File: config.mk
export PLATFORM = sky130hd
export DESIGN_NAME = block_uart_tx
export DESIGN_NICKNAME = d
export VERILOG_FILES = /design/src/rtl/uart_pkg.sv /design/src/rtl/uart_byte_tx.sv /design/src/rtl/block_uart_tx.sv
export SDC_FILE = /design/constraint.sdc
export NUM_CORES = 1
export LEC_CHECK = 0
export ABC_AREA = 1
export BUFFER_PORTS_ARGS = -buffer_cell sky130_fd_sc_hd__buf_4
export CORE_MARGIN = 3
export CORE_UTILIZATION = 30
export CTS_CLUSTER_DIAMETER = 200
export DETAILED_ROUTE_END_ITERATION = 10
export GPL_ROUTABILITY_DRIVEN = 0
export HOLD_SLACK_MARGIN = 0.1
export SYNTH_ARGS = -nofsm -noshare
export SYNTH_HDL_FRONTEND = slang
export SYNTH_SLANG_ARGS = --single-unit
File: constraint.sdc
create_clock -name clk -period 5.8 [get_ports clk]
set_clock_uncertainty 0.05 [all_clocks]
set_input_delay 0.87 -clock clk [delete_from_list [all_inputs] [get_ports clk]]
set_output_delay 0.87 -clock clk [all_outputs]
set_load 0.03 [all_outputs]
File: src/rtl/uart_pkg.sv
// Shared FSM encoding, parity/ASCII constants and hex helper for the block UART transmitter.
package uart_pkg;

    // The inter-character NEXT step costs no line time, so it is a combinational
    // hand-off rather than a registered state.
    typedef enum logic [2:0] {
        StIdle,
        StStart,
        StData,
        StParity,
        StStop
    } tx_state_e;

    localparam int unsigned PAR_NONE = 0;
    localparam int unsigned PAR_EVEN = 1;
    localparam int unsigned PAR_ODD  = 2;

    localparam logic [7:0] CHAR_CR = 8'h0D;
    localparam logic [7:0] CHAR_LF = 8'h0A;

    function automatic logic [7:0] hex_char(input logic [3:0] nib);
        return (nib < 4'd10) ? (8'h30 + {4'h0, nib}) : (8'h57 + {4'h0, nib});
    endfunction

endpackage

File: src/rtl/uart_byte_tx.sv
// Single-frame UART serialiser: start, 8 data bits LSB first, optional parity, stop bits.
module uart_byte_tx
    import uart_pkg::*;
#(
    parameter int unsigned CLKS_PER_BIT = 87,
    parameter int unsigned PARITY       = 0,
    parameter int unsigned STOP_BITS    = 1
) (
    input  logic       clk_i,
    input  logic       rst_i,
    input  logic       byte_valid_i,
    input  logic [7:0] byte_i,
    output logic       byte_ready_o,
    output logic       frame_done_o,
    output logic       tx_o
);

    localparam int unsigned CntW = $clog2(CLKS_PER_BIT);

    tx_state_e       state_q, state_d;
    logic [CntW-1:0] cnt_q, cnt_d;
    logic [2:0]      bit_idx_q, bit_idx_d;
    logic            stop_idx_q, stop_idx_d;
    logic [7:0]      data_q, data_d;
    logic            tx_q, tx_d;
    logic            bit_last;
    logic            load;

    assign bit_last     = (cnt_q == CntW'(CLKS_PER_BIT - 1));
    assign frame_done_o = (state_q == StStop) && bit_last && (stop_idx_q == 1'(STOP_BITS - 1));
    // Ready during the final stop cycle lets the next start bit follow with no gap.
    assign byte_ready_o = (state_q == StIdle) || frame_done_o;
    assign load         = byte_valid_i && byte_ready_o;
    assign tx_o         = tx_q;

    always_comb begin
        state_d    = state_q;
        cnt_d      = (state_q == StIdle || bit_last) ? '0 : cnt_q + CntW'(1);
        bit_idx_d  = bit_idx_q;
        stop_idx_d = stop_idx_q;
        data_d     = data_q;
        tx_d       = tx_q;

        unique case (state_q)
            StIdle: tx_d = 1'b1;
            StStart: begin
                if (bit_last) begin
                    state_d   = StData;
                    bit_idx_d = 3'd0;
                    tx_d      = data_q[0];
                end
            end
            StData: begin
                if (bit_last) begin
                    if (bit_idx_q == 3'd7) begin
                        if (PARITY != PAR_NONE) begin
                            state_d = StParity;
                            tx_d    = (^data_q) ^ (PARITY == PAR_ODD);
                        end else begin
                            state_d    = StStop;
                            stop_idx_d = 1'b0;
                            tx_d       = 1'b1;
                        end
                    end else begin
                        bit_idx_d = bit_idx_q + 3'd1;
                        tx_d      = data_q[bit_idx_q + 3'd1];
                    end
                end
            end
            StParity: begin
                if (bit_last) begin
                    state_d    = StStop;
                    stop_idx_d = 1'b0;
                    tx_d       = 1'b1;
                end
            end
            StStop: begin
                if (bit_last) begin
                    if (stop_idx_q == 1'(STOP_BITS - 1)) begin
                        state_d = StIdle;
                    end else begin
                        stop_idx_d = 1'b1;
                    end
                    tx_d = 1'b1;
                end
            end
            default: state_d = StIdle;
        endcase

        if (load) begin
            state_d = StStart;
            cnt_d   = '0;
            data_d  = byte_i;
            tx_d    = 1'b0;
        end
    end

    always_ff @(posedge clk_i or posedge rst_i) begin
        if (rst_i) begin
            state_q    <= StIdle;
            cnt_q      <= '0;
            bit_idx_q  <= '0;
            stop_idx_q <= 1'b0;
            data_q     <= '0;
            tx_q       <= 1'b1;
        end else begin
            state_q    <= state_d;
            cnt_q      <= cnt_d;
            bit_idx_q  <= bit_idx_d;
            stop_idx_q <= stop_idx_d;
            data_q     <= data_d;
            tx_q       <= tx_d;
        end
    end

endmodule

File: src/rtl/block_uart_tx.sv
// Block-level UART transmitter: latches a wide block and sequences raw or ASCII-hex characters.
module block_uart_tx
    import uart_pkg::*;
#(
    parameter int unsigned CLKS_PER_BIT = 87,
    parameter int unsigned BLOCK_BYTES  = 16,
    parameter int unsigned HEX_MODE     = 0,
    parameter int unsigned PARITY       = 0,
    parameter int unsigned STOP_BITS    = 1
) (
    input  logic                     clk,
    input  logic                     rst,
    input  logic                     i_valid,
    output logic                     o_ready,
    input  logic [8*BLOCK_BYTES-1:0] i_block,
    output logic                     o_uart_tx,
    output logic                     o_busy,
    output logic                     o_done
);

    localparam int unsigned W    = 8 * BLOCK_BYTES;
    localparam int unsigned N    = (HEX_MODE != 0) ? 2 * BLOCK_BYTES + 2 : BLOCK_BYTES;
    localparam int unsigned Step = (HEX_MODE != 0) ? 4 : 8;
    localparam int unsigned CntW = $clog2(N + 1);

    logic            busy_q, busy_d;
    logic            done_q, done_d;
    logic [W-1:0]    shift_q, shift_d;
    logic [CntW-1:0] char_cnt_q, char_cnt_d;
    logic            accept;
    logic            frame_done;
    logic            byte_ready;
    logic            byte_valid;
    logic [7:0]      char_sel;

    // `left` counts characters still owed including this one; CR/LF close a hex block.
    function automatic logic [7:0] pick_char(input logic [7:0] top, input logic [CntW-1:0] left);
        if (HEX_MODE == 0) return top;
        if (left == CntW'(2)) return CHAR_CR;
        if (left == CntW'(1)) return CHAR_LF;
        return hex_char(top[7:4]);
    endfunction

    assign accept  = i_valid && !busy_q;
    assign o_ready = !busy_q;
    assign o_busy  = busy_q;
    assign o_done  = done_q;

    always_comb begin
        shift_d    = shift_q;
        char_cnt_d = char_cnt_q;
        busy_d     = busy_q;
        done_d     = 1'b0;
        byte_valid = 1'b0;

        if (accept) begin
            shift_d    = i_block;
            char_cnt_d = CntW'(N);
            busy_d     = 1'b1;
            byte_valid = 1'b1;
        end else if (busy_q && frame_done) begin
            shift_d    = shift_q << Step;
            char_cnt_d = char_cnt_q - CntW'(1);
            if (char_cnt_q == CntW'(1)) begin
                busy_d = 1'b0;
                done_d = 1'b1;
            end else begin
                byte_valid = 1'b1;
            end
        end

        char_sel = pick_char(shift_d[W-1 -: 8], char_cnt_d);
    end

    always_ff @(posedge clk or posedge rst) begin
        if (rst) begin
            busy_q     <= 1'b0;
            done_q     <= 1'b0;
            shift_q    <= '0;
            char_cnt_q <= '0;
        end else begin
            busy_q     <= busy_d;
            done_q     <= done_d;
            shift_q    <= shift_d;
            char_cnt_q <= char_cnt_d;
        end
    end

    uart_byte_tx #(
        .CLKS_PER_BIT (CLKS_PER_BIT),
        .PARITY       (PARITY),
        .STOP_BITS    (STOP_BITS)
    ) u_byte_tx (
        .clk_i        (clk),
        .rst_i        (rst),
        .byte_valid_i (byte_valid),
        .byte_i       (char_sel),
        .byte_ready_o (byte_ready),
        .frame_done_o (frame_done),
        .tx_o         (o_uart_tx)
    );

    // byte_ready is implied by the block-level sequencing; kept for the handshake contract.
    logic unused_ready;
    assign unused_ready = byte_ready;

endmodule

==> impl_metrics.py <==
metrics = {
    "clock_network": {
        "clock_latency_ns": 0.42,
        "cts_tree": "built",
        "clk_pin_slew_ns": 0.06,
        "cts_num_sinks": 149,
        "cts-root-buf": "clkbuf_16",
        "cts_max_level": 4,
        "cts_setup_buffers": 0,
        "post_cts_resized": 0,
        "clock_path_buffers": 2,
        "ctsHoldBuffers": 0,
        "numCtsBuffers": 17,
    },
    "sta": {
        "finalCritPeriodShare_pct": 58.4,
        "period_minus_slack_ns": 3.39,
        "max_clock_freq_mhz": 295,
        "grt_setup_unrepaired": "no",
        "finalSetupViolations": 0,
        "finalMaxSlewViolations": 0,
        "finalHoldViolCount": 0,
        "setup_tns_ns": 0,
        "holdWs_ns": 0.411,
        "tightestPinTransition_ns": 1.09,
        "relSlewSlack_pct": 27.5,
    },
    "die": {
        "ios": 135,
        "rows": 55,
        "die_h_um": 160,
        "initial_core_util_pct": 30.9,
        "core_area_mm2": 0.0229,
        "die_w_um": 160,
        "dieArea_mm2": 0.0255,
    },
    "setup_path": {
        "critPathCaptureType": "flop",
        "cp_data_arrival_time_ns": 3.63,
        "start_kind": "flop",
        "crit_type": "reg2reg",
        "crit_path_max_fanout": 80,
        "required_ns": 6.05,
        "r2r_setup_slack_ns": 2.41,
    },
    "synth": {
        "ys_seq_elements": 149,
        "synth_edf_count": 0,
        "synthTopCellsByArea": "dfrtp_1, nand2_1, o221ai_1",
        "ys_seq_area_share_pct": 52.6,
        "synthCells": 739,
        "synth_warnings": 0,
        "synth_area_mm2": 0.00708,
        "synth_most_common_cell": "nand2_1",
        "synth_ff_type": "dfrtp_1",
        "synth_common_cells": "nand2_1, inv_1, dfrtp_1, o221ai_1, o221ai_2",
        "synth_cell_types": 30,
        "syn_avg_cell_area_um2": 9.59,
        "synth_top_area_cell": "dfrtp_1",
        "ys_async_sr_fraction_pct": 100,
        "synth_nets": 876,
        "synth_top_area_share_pct": 52.3,
    },
    "global_route": {
        "gr-usage-all-layers_pct": 13.5,
        "grt_pass1_wl_um": 28200,
        "antenna_found_initial": 0,
        "overflow": 0,
        "grt_max_degree": 88,
        "grt_pass1_vias": 5500,
    },
    "power": {
        "switching_share_pct": 22.5,
        "power.share.sequential_pct": 44.6,
        "p_int_mw": 2.05,
        "clkPwrFrac_pct": 44.1,
        "p_per_area_mw_per_mm2": 298,
        "power_leakage_nw": 4.03,
        "p_comb_share_pct": 11.3,
        "peakVddDrop_mv": 0.159,
        "p_switching_mw": 0.594,
    },
    "final_layout": {
        "nNetsFinal": 991,
        "drive_above_1_share_pct": 25.1,
        "final_cell_area_mm2": 0.00887,
        "diodes": 0,
        "nFillCells": 2276,
        "fin_cells": 1179,
        "area_delta_synth_final_pct": 25.2,
    },
    "placed_design": {
        "placed_cells_incl_taps": 1148,
        "dpl.hpwl_um": 11800,
        "place_area_mm2": 0.00825,
        "port_buffers": 134,
    },
    "routing": {
        "ant_nets": 0,
        "viasPerCell": 4.55,
        "drtIter0Drc": 346,
        "routedWlPerCell_um": 14.3,
        "routed_wl_um": 16800,
        "route.detailed.drc": 0,
        "vias": 5367,
        "dr.pass1.iters": 4,
    },
    "flow_run": {
        "maxCapViolCount": 0,
    },
    "status": {
        "status": "finished, final reports clean",
    },
    "min_path": {
        "hold_path_class": "reg2reg",
    },
}
[worst max-delay path: stages (launching register included)]
cell	delay, ns
dfrtp_1	0.40
inv_1	0.07
ha_1	0.17
nand3_1	0.12
nor2_4	0.19
nand2_4	0.44
nand2_4	1.00
nand3_4	0.39
nand2_1	0.23
nand2_1	0.09
nand2_1	0.06
nand2_1	0.05
[logic make-up (layout without fill, tap and decap cells)]
kind of cell	after synthesis	count (layout)	synth area share, %
compound gates	152	152	20.3
xor+xnor	4	4	0.495
fa+ha+maj	6	6	1.06
buf+inv	202	329	12.3
flops	149	149	52.6
simple gates	226	226	13.1
[layout by cell type (no fill, tap or decap), types with 4 or more instances in the layout]
master / n
bufinv_16: 4
o21ai_1: 17
dfrtp_1: 148
o221ai_2: 40
inv_1: 157
buf_4: 138
o221ai_1: 72
o21ai_0: 15
ha_1: 6
clkbuf_16: 17
nand3_1: 17
nor2_1: 20
nand2_1: 178
[flip-flops by register name, summed over array words and instances (netlist names), 3 cells and up]
| register | flops |
|---|---|
| shift_q | 120 |
| u_byte_tx.state_q | 3 |
| u_byte_tx.cnt_q | 7 |
| char_cnt_q | 5 |
| u_byte_tx.data_q | 8 |
| u_byte_tx.bit_idx_q | 3 |
[worst paths after layout]
kind / depth (start not counted) / startpoint / end
min in group asynchronous: 2 / rst / shift_q[2]
worst min register to register: 1 / char_cnt_q[2] / char_cnt_q[2]
max in group asynchronous: 3 / rst / u_byte_tx.data_q[0]
worst min-delay path: 1 / char_cnt_q[2] / char_cnt_q[2]
worst max register to register: 11 / u_byte_tx.cnt_q[0] / u_byte_tx.state_q[0]
worst max-delay path: 11 / u_byte_tx.cnt_q[0] / u_byte_tx.state_q[0]
[area by class of cell]
type	instances	area, um2	area share, %
flip-flops and latches	149	3730	42.0
clock inverters	9	150	1.69
repair buffers	138	1040	11.7
multi-input cells	388	2480	28.0
clock buffers	22	474	5.35
well taps	313	392	4.41
inverters	160	608	6.85
[power by group through the flow]
stage | clock (mW) | sequential, mW | combinational, mW
floorplan | 0 | 1.19 | 0.183
global placement | 0 | 1.20 | 0.297
detailed placement | 0 | 1.20 | 0.303
CTS | 1.19 | 1.18 | 0.305
global route | 1.23 | 1.19 | 0.339
finish | 1.16 | 1.18 | 0.298
[stage by stage]
| stage | total power, mW | util, % | setup slack [ns] |
|---|---|---|---|
| after CTS | 2.67 | 38.7 | 2.37 |
| after global placement | 1.49 | 36.0 | 2.43 |
| after detailed placement | 1.50 | 36.0 | 2.37 |
| after floorplan | 1.37 | - | 0.874 |
| after global routing | 2.76 | 38.7 | 2.06 |
| final | 2.64 | 38.7 | 2.41 |
[metal layers]
| layer | track usage [%] | vias to the layer above | wire, um |
|---|---|---|---|
| met5 | 0 | - | 0 |
| met4 | 3.62 | 0 | 163 |
| met3 | 2.96 | 14 | 651 |
| met2 | 20.6 | 120 | 7650 |
| met1 | 19.5 | 2541 | 8370 |
| li1 | - | 2692 | - |
Power figures use the tool's default switching activity.
